--- src/rtl/apb_regfile_pkg.sv ---
// Shared types and helpers for the APB register-file slave.
package apb_regfile_pkg;

  // Bus-side transfer state.
  typedef enum logic [1:0] {
    IDLE   = 2'd0,
    SETUP  = 2'd1,
    ACCESS = 2'd2
  } state_e;

  // Software access type of one register.
  typedef enum logic [1:0] {
    ACC_RW  = 2'd0,
    ACC_RO  = 2'd1,
    ACC_W1C = 2'd2
  } acc_e;

  // Largest register count the mask helper can describe.
  localparam int MAX_REGS = 256;

  // Access type of register idx; read-only takes priority over W1C.
  function automatic acc_e acc_type(input int idx,
                                    input logic [MAX_REGS-1:0] ro_mask,
                                    input logic [MAX_REGS-1:0] w1c_mask);
    if (ro_mask[idx[7:0]])       return ACC_RO;
    else if (w1c_mask[idx[7:0]]) return ACC_W1C;
    else                         return ACC_RW;
  endfunction

endpackage

--- src/rtl/apb_wait_ctr.sv ---
// Wait-state counter: loaded at the start of a transfer, counts down to zero.
module apb_wait_ctr
  import apb_regfile_pkg::*;
#(
  parameter int unsigned WAIT_STATES = 0
) (
  input  logic pclk,
  input  logic presetn,
  input  logic i_load,
  input  logic i_dec,
  output logic o_done
);

  localparam int CW = (WAIT_STATES > 0) ? $clog2(WAIT_STATES + 1) : 1;

  logic [CW-1:0] r_cnt;

  // Load on SETUP, count down while nonzero during ACCESS.
  always_ff @(posedge pclk or negedge presetn) begin
    if (!presetn) begin
      r_cnt <= '0;
    end else if (i_load) begin
      r_cnt <= CW'(WAIT_STATES);
    end else if (i_dec && (r_cnt != '0)) begin
      r_cnt <= r_cnt - 1'b1;
    end
  end

  assign o_done = (r_cnt == '0);

endmodule

--- src/rtl/apb_regfile_slave.sv ---
// APB4 register-file slave with address window, wait states, RW/RO/W1C
// registers, hardware-set status bits and a registered level interrupt.
module apb_regfile_slave
  import apb_regfile_pkg::*;
#(
  parameter int unsigned                  ADDR_WIDTH  = 32,
  parameter int unsigned                  DATA_WIDTH  = 32,
  parameter int unsigned                  NUM_REGS    = 8,
  parameter logic [ADDR_WIDTH-1:0]        BASE_ADDR   = '0,
  parameter int unsigned                  WAIT_STATES = 0,
  parameter logic [NUM_REGS-1:0]          RO_MASK     = '0,
  parameter logic [NUM_REGS-1:0]          W1C_MASK    = '0
) (
  input  logic                           pclk,
  input  logic                           presetn,
  input  logic [ADDR_WIDTH-1:0]          paddr,
  input  logic                           psel,
  input  logic                           penable,
  input  logic                           pwrite,
  input  logic [DATA_WIDTH-1:0]          pwdata,
  input  logic [DATA_WIDTH/8-1:0]        pstrb,
  output logic [DATA_WIDTH-1:0]          prdata,
  output logic                           pready,
  output logic                           pslverr,
  input  logic [NUM_REGS*DATA_WIDTH-1:0] hw_set,
  input  logic [NUM_REGS*DATA_WIDTH-1:0] hw_val,
  output logic [NUM_REGS*DATA_WIDTH-1:0] reg_q,
  output logic                           irq
);

  localparam int DW = DATA_WIDTH;
  localparam int NB = DATA_WIDTH / 8;

  state_e                r_state;
  state_e                w_state_next;
  logic                  w_load;
  logic                  w_done;
  logic [ADDR_WIDTH-1:0] w_off;
  logic [ADDR_WIDTH-1:0] w_idx_full;
  logic                  w_below;
  logic                  w_oob;
  logic                  w_misal;
  logic                  w_ro_hit;
  logic                  w_err_cond;
  logic                  w_wr_en;
  logic [DW-1:0]         w_strb_mask;
  logic [DW-1:0]         w_rd_mux;
  logic [DW-1:0]         w_regs     [NUM_REGS];
  logic [DW-1:0]         w_rd_terms [NUM_REGS];
  logic [NUM_REGS-1:0]   w_ro_sel;
  logic [NUM_REGS-1:0]   w_w1c_any;
  logic                  r_irq;

  apb_wait_ctr #(.WAIT_STATES(WAIT_STATES)) u_wait_ctr (
    .pclk    (pclk),
    .presetn (presetn),
    .i_load  (w_load),
    .i_dec   (r_state == ACCESS),
    .o_done  (w_done)
  );

  // Transfer state register.
  always_ff @(posedge pclk or negedge presetn) begin
    if (!presetn) r_state <= IDLE;
    else          r_state <= w_state_next;
  end

  // Next-state logic; a dropped psel/penable in ACCESS aborts the transfer.
  always_comb begin
    w_state_next = r_state;
    w_load       = 1'b0;
    case (r_state)
      IDLE: begin
        if (psel && !penable) w_state_next = SETUP;
      end
      SETUP: begin
        w_load       = 1'b1;
        w_state_next = ACCESS;
      end
      ACCESS: begin
        if (!(psel && penable)) w_state_next = IDLE;
        else if (w_done)        w_state_next = IDLE;
      end
      default: w_state_next = IDLE;
    endcase
  end

  // Address decode at full address width so out-of-window addresses never alias.
  assign w_off      = paddr - BASE_ADDR;
  assign w_idx_full = w_off >> 2;
  assign w_below    = (paddr < BASE_ADDR);
  assign w_oob      = (w_idx_full >= ADDR_WIDTH'(NUM_REGS));
  assign w_misal    = (paddr[1:0] != 2'b00);
  assign w_ro_hit   = !w_below && !w_oob && (|w_ro_sel);
  assign w_err_cond = w_below || w_oob || w_misal || (pwrite && w_ro_hit);

  assign pready  = (r_state == ACCESS) && w_done && psel && penable;
  assign pslverr = pready && w_err_cond;
  assign w_wr_en = pready && pwrite && !w_err_cond;

  genvar gi;
  generate
    for (gi = 0; gi < NB; gi++) begin : g_strb
      assign w_strb_mask[gi*8 +: 8] = {8{pstrb[gi]}};
    end

    for (gi = 0; gi < NUM_REGS; gi++) begin : g_reg
      localparam acc_e ACC = acc_type(gi, MAX_REGS'(RO_MASK), MAX_REGS'(W1C_MASK));
      logic w_sel;
      logic w_hit;
      assign w_sel = (w_idx_full == ADDR_WIDTH'(gi));
      assign w_hit = w_wr_en && w_sel;

      if (ACC == ACC_RO) begin : g_ro
        assign w_regs[gi]     = '0;
        assign w_ro_sel[gi]   = w_sel;
        assign w_w1c_any[gi]  = 1'b0;
        assign w_rd_terms[gi] = w_sel ? hw_val[gi*DW +: DW] : '0;
      end else if (ACC == ACC_W1C) begin : g_w1c
        logic [DW-1:0] r_val;
        logic [DW-1:0] w_clr;
        assign w_clr = w_hit ? (pwdata & w_strb_mask) : '0;
        // Status bits: software clears, hardware sets; a same-cycle set wins.
        always_ff @(posedge pclk or negedge presetn) begin
          if (!presetn) r_val <= '0;
          else          r_val <= (r_val & ~w_clr) | hw_set[gi*DW +: DW];
        end
        assign w_regs[gi]     = r_val;
        assign w_ro_sel[gi]   = 1'b0;
        assign w_w1c_any[gi]  = |r_val;
        assign w_rd_terms[gi] = w_sel ? r_val : '0;
      end else begin : g_rw
        logic [DW-1:0] r_val;
        // Plain control register with byte-strobed writes.
        always_ff @(posedge pclk or negedge presetn) begin
          if (!presetn)   r_val <= '0;
          else if (w_hit) r_val <= (r_val & ~w_strb_mask) | (pwdata & w_strb_mask);
        end
        assign w_regs[gi]     = r_val;
        assign w_ro_sel[gi]   = 1'b0;
        assign w_w1c_any[gi]  = 1'b0;
        assign w_rd_terms[gi] = w_sel ? r_val : '0;
      end

      assign reg_q[gi*DW +: DW] = w_regs[gi];
    end
  endgenerate

  // Read mux: at most one term is nonzero, so an OR tree selects it.
  always_comb begin
    w_rd_mux = '0;
    for (int i = 0; i < NUM_REGS; i++) w_rd_mux = w_rd_mux | w_rd_terms[i];
  end

  assign prdata = (pready && !pwrite && !w_err_cond) ? w_rd_mux : '0;

  // Level interrupt from any set W1C bit, one cycle behind register state.
  always_ff @(posedge pclk or negedge presetn) begin
    if (!presetn) r_irq <= 1'b0;
    else          r_irq <= |w_w1c_any;
  end

  assign irq = r_irq;

endmodule
--- config.mk ---
export PLATFORM = sky130hd
export DESIGN_NAME = apb_regfile_slave
export DESIGN_NICKNAME = d
export VERILOG_FILES = /design/src/rtl/apb_regfile_pkg.sv /design/src/rtl/apb_wait_ctr.sv /design/src/rtl/apb_regfile_slave.sv
export SDC_FILE = /design/constraint.sdc
export NUM_CORES = 1
export LEC_CHECK = 0
export CORE_AREA = 8 8 337 339
export CTS_BUF_LIST = sky130_fd_sc_hd__clkbuf_16
export CTS_CLUSTER_SIZE = 20
export DETAILED_ROUTE_END_ITERATION = 10
export DIE_AREA = 0 0 345 347
export PLACE_DENSITY = 0.39
export SLEW_MARGIN = 25
export SYNTH_ARGS = -nofsm -noshare
export SYNTH_HDL_FRONTEND = slang
export SYNTH_SLANG_ARGS = --single-unit
--- constraint.sdc ---
create_clock -name pclk -period 4.3 [get_ports pclk]
set_input_delay 0.43 -clock pclk [delete_from_list [all_inputs] [get_ports pclk]]
set_output_delay 0.43 -clock pclk [all_outputs]
set_load 0.05 [all_outputs]
==> impl_metrics.ini <==
[clocking]
clkLatencyLatePin_ns = 0.58
cts_buffer_depth = 3
clkSlewWorstSetupHoldPaths_ns = 0.04
cts_resized = 0
clkSinkCount = 259
cts_tree = done
htree_levels = 2
cts_root_buf = clkbuf_16
cts_buffers = 35

[detailed_routing]
postRouteAntennaNets = 0
wl_um = 64500
dr.pass1.iters = 4
routed-via-count = 8866
viasPerCell = 3.37
drt-initial-drc-count = 313
routedWlPerCell_um = 24.5
drcViolationCount = 0

[finish]
layout_commonest_cell = clkdlybuf4s50_1
multi_input_area_um2 = 5820
syn_to_final_growth_pct = 56.3
drive_gt1_share_pct = 40.3
final_cell_mix = clkdlybuf4s50_1, dfrtp_1, mux2_2
nets = 1775
fillCellCount = 11900
final_cells = 2634
seqCellArea_um2 = 6480

[critical_path]
critPathMaxStageDelay_ns = 0.71
endpoint_kind = primary output
arrival_ns = 3.47
r2r_start = r_state[0]
worstSetupPathType = in -> out
startpoint_type = input pin
ff2ff_path_depth = 6
r2r_setup_slack_ns = 1.55
critical_path.cell_chain = clkdlybuf4s50_1 -> nor4_1 -> nand3_4 -> buf_4 -> buf_4 -> o31a_1 -> clkdlybuf4s50_1
endpoint = pslverr
crit_slowest_cell = clkdlybuf4s50_1
startpoint = paddr[9]
cp_max_fo = 17
worstPathRequired_ns = 3.87

[yosys]
ys_seq_elements = 259
syn_avg_cell_area_um2 = 16.1
yosysTopAreaCellShare_pct = 51.9
synth_fp_nets = 1362
ys_top_cells_by_area = dfrtp_1, mux2_2, mux4_2
ys_types = 30
synth_area_um2 = 12500
synth.largest_area_cell = dfrtp_1
synth-seq-area-share_pct = 51.9
yosysWarnings = 0
synth_cells = 777

[power_and_ir_drop]
p_leak_uw = 0.00846
vdd_drop_max_mv = 0.205
p_per_area_nw_per_um2 = 278

[global_routing]
first_global_vias = 10000
antenna_found_initial = 13
grt_pass1_wl_um = 88700
grtUsageTotal_pct = 10.5
grt_max_degree = 106
overflow = 0

[sta]
fmax_mhz = 256
hold_viol = 0
fin_crit_sh_pct = 90.8
slew_headroom_pct = 34.8
setup_viol = 0
worst_pin_slew_ns = 0.978
rsz0062_at_grt = false
post-route-min-period_ns = 3.90
fin_worst_skew_ns = 0.0398
slew_violations = 0
setup_tns_ns = 0

[hold_path]
hp-class = in -> reg
hold_start = penable

[floorplanning]
row_count = 121
initial_core_util_pct = 11.5
die_y_um = 347
core_um2 = 108000
io_pins = 876
dieWidth_um = 345
die_area_um2 = 120000

[placement]
hpwl_um = 50000
gp_congestion = 0.759
io_buffers = 362
dpl.cell_count = 2566

[status]
status = finished, final reports clean

[job]
cap_violations = 0
kinds of logic (layout without fill, tap and decap cells):
logic type      after synthesis  after routing  share of synthesized area, %
mux                         352            352                          37.2
flops                       259            259                          51.9
simple gates                125            125                          8.99
buf+inv                      37            475                          1.65
compound gates                2              2                         0.120
other cells                   1              6                        0.0300
xor+xnor                      1              1                        0.0702
timing repair:
| item | in CTS | in global routing |
|---|---|---|
| endpoints found under the hold margin | 50 | 0 |
| buffers inserted | 0 | 0 |
| hold buffers | 1 | 0 |
Yosys cell counts:
cell        n
nand4b_1    1
nand4b_2    1
buf_2       6
nor4b_1     1
o31a_1      1
buf_6       6
nor2_1     36
nor3_1      1
mux2i_1    32
buf_1       8
nor4_2      1
mux4_2     64
inv_1       2
mux2_2    256
and3_1      4
and2_1      1
nor4_1      5
nand3_1     1
buf_4       4
nor4_4     32
conb_1      1
dfrtp_1   259
xor2_1      1
nand2_1    33
or4_1       1
nand3_2     1
o22ai_1     1
nor2b_1     2
clkbuf_1   11
and3b_1     4
worst min-delay path by stage:
stage / end / depth (start not counted)
6_report: r_state[0] / 2
5_1_grt: r_state[0] / 2
4_1_cts: r_state[0] / 2
3_5_place_dp: r_state[0] / 1
3_3_place_gp: r_state[0] / 1
2_1_floorplan: asynchronous set/reset pin / 0
power breakdown:
group          total, µW  internal (µW)  switching, µW
Combinational        284            104            180
Sequential          2440           2440           1.28
Clock               2700           1500           1200
Total               5430           4040           1380
layout make-up:
cell class | instances | area share (%)
Timing Repair Buffer | 411 | 22.4
Clock buffer | 35 | 4.49
Multi-Input combinational cell | 481 | 29.8
Clock inverter | 27 | 0.872
Inverter | 2 | 0.0385
Antenna cell | 5 | 0.0641
Tap cell | 1414 | 9.07
Sequential cell | 259 | 33.2
stage by stage:
step / worst slack [ns] / area [µm²] / power (µW) / hold WS (ns) / utilization (%)
after floorplan: 1.29 / 12500 / 2570 / 0.134 / -
after global placement: 0.325 / 18400 / 2780 / 0.485 / 17.1
after detailed placement: 0.345 / 18400 / 2780 / 0.493 / 17.1
after CTS: 0.336 / 19500 / 5580 / 0.449 / 18.0
after global routing: 0.342 / 19500 / 5660 / 0.489 / 18.0
final: 0.397 / 19500 / 5430 / 0.493 / 18.1
per-layer routing:
layer	global-route usage, %	routed length, µm	share of wire [%]	vias up
li1	-	-	-	3800
met3	6.46	8270	13	66
met1	12.0	25700	40	4654
met4	2.72	1580	2.5	6
met5	0	41	0.064	-
met2	16.5	28900	45	340
worst max-delay path: cells and delay by family:
family	cells	cell delay, ns
buf+inv	4	1.81
simple gates	2	0.83
compound gates	1	0.36
Power figures use the tool's default switching activity.
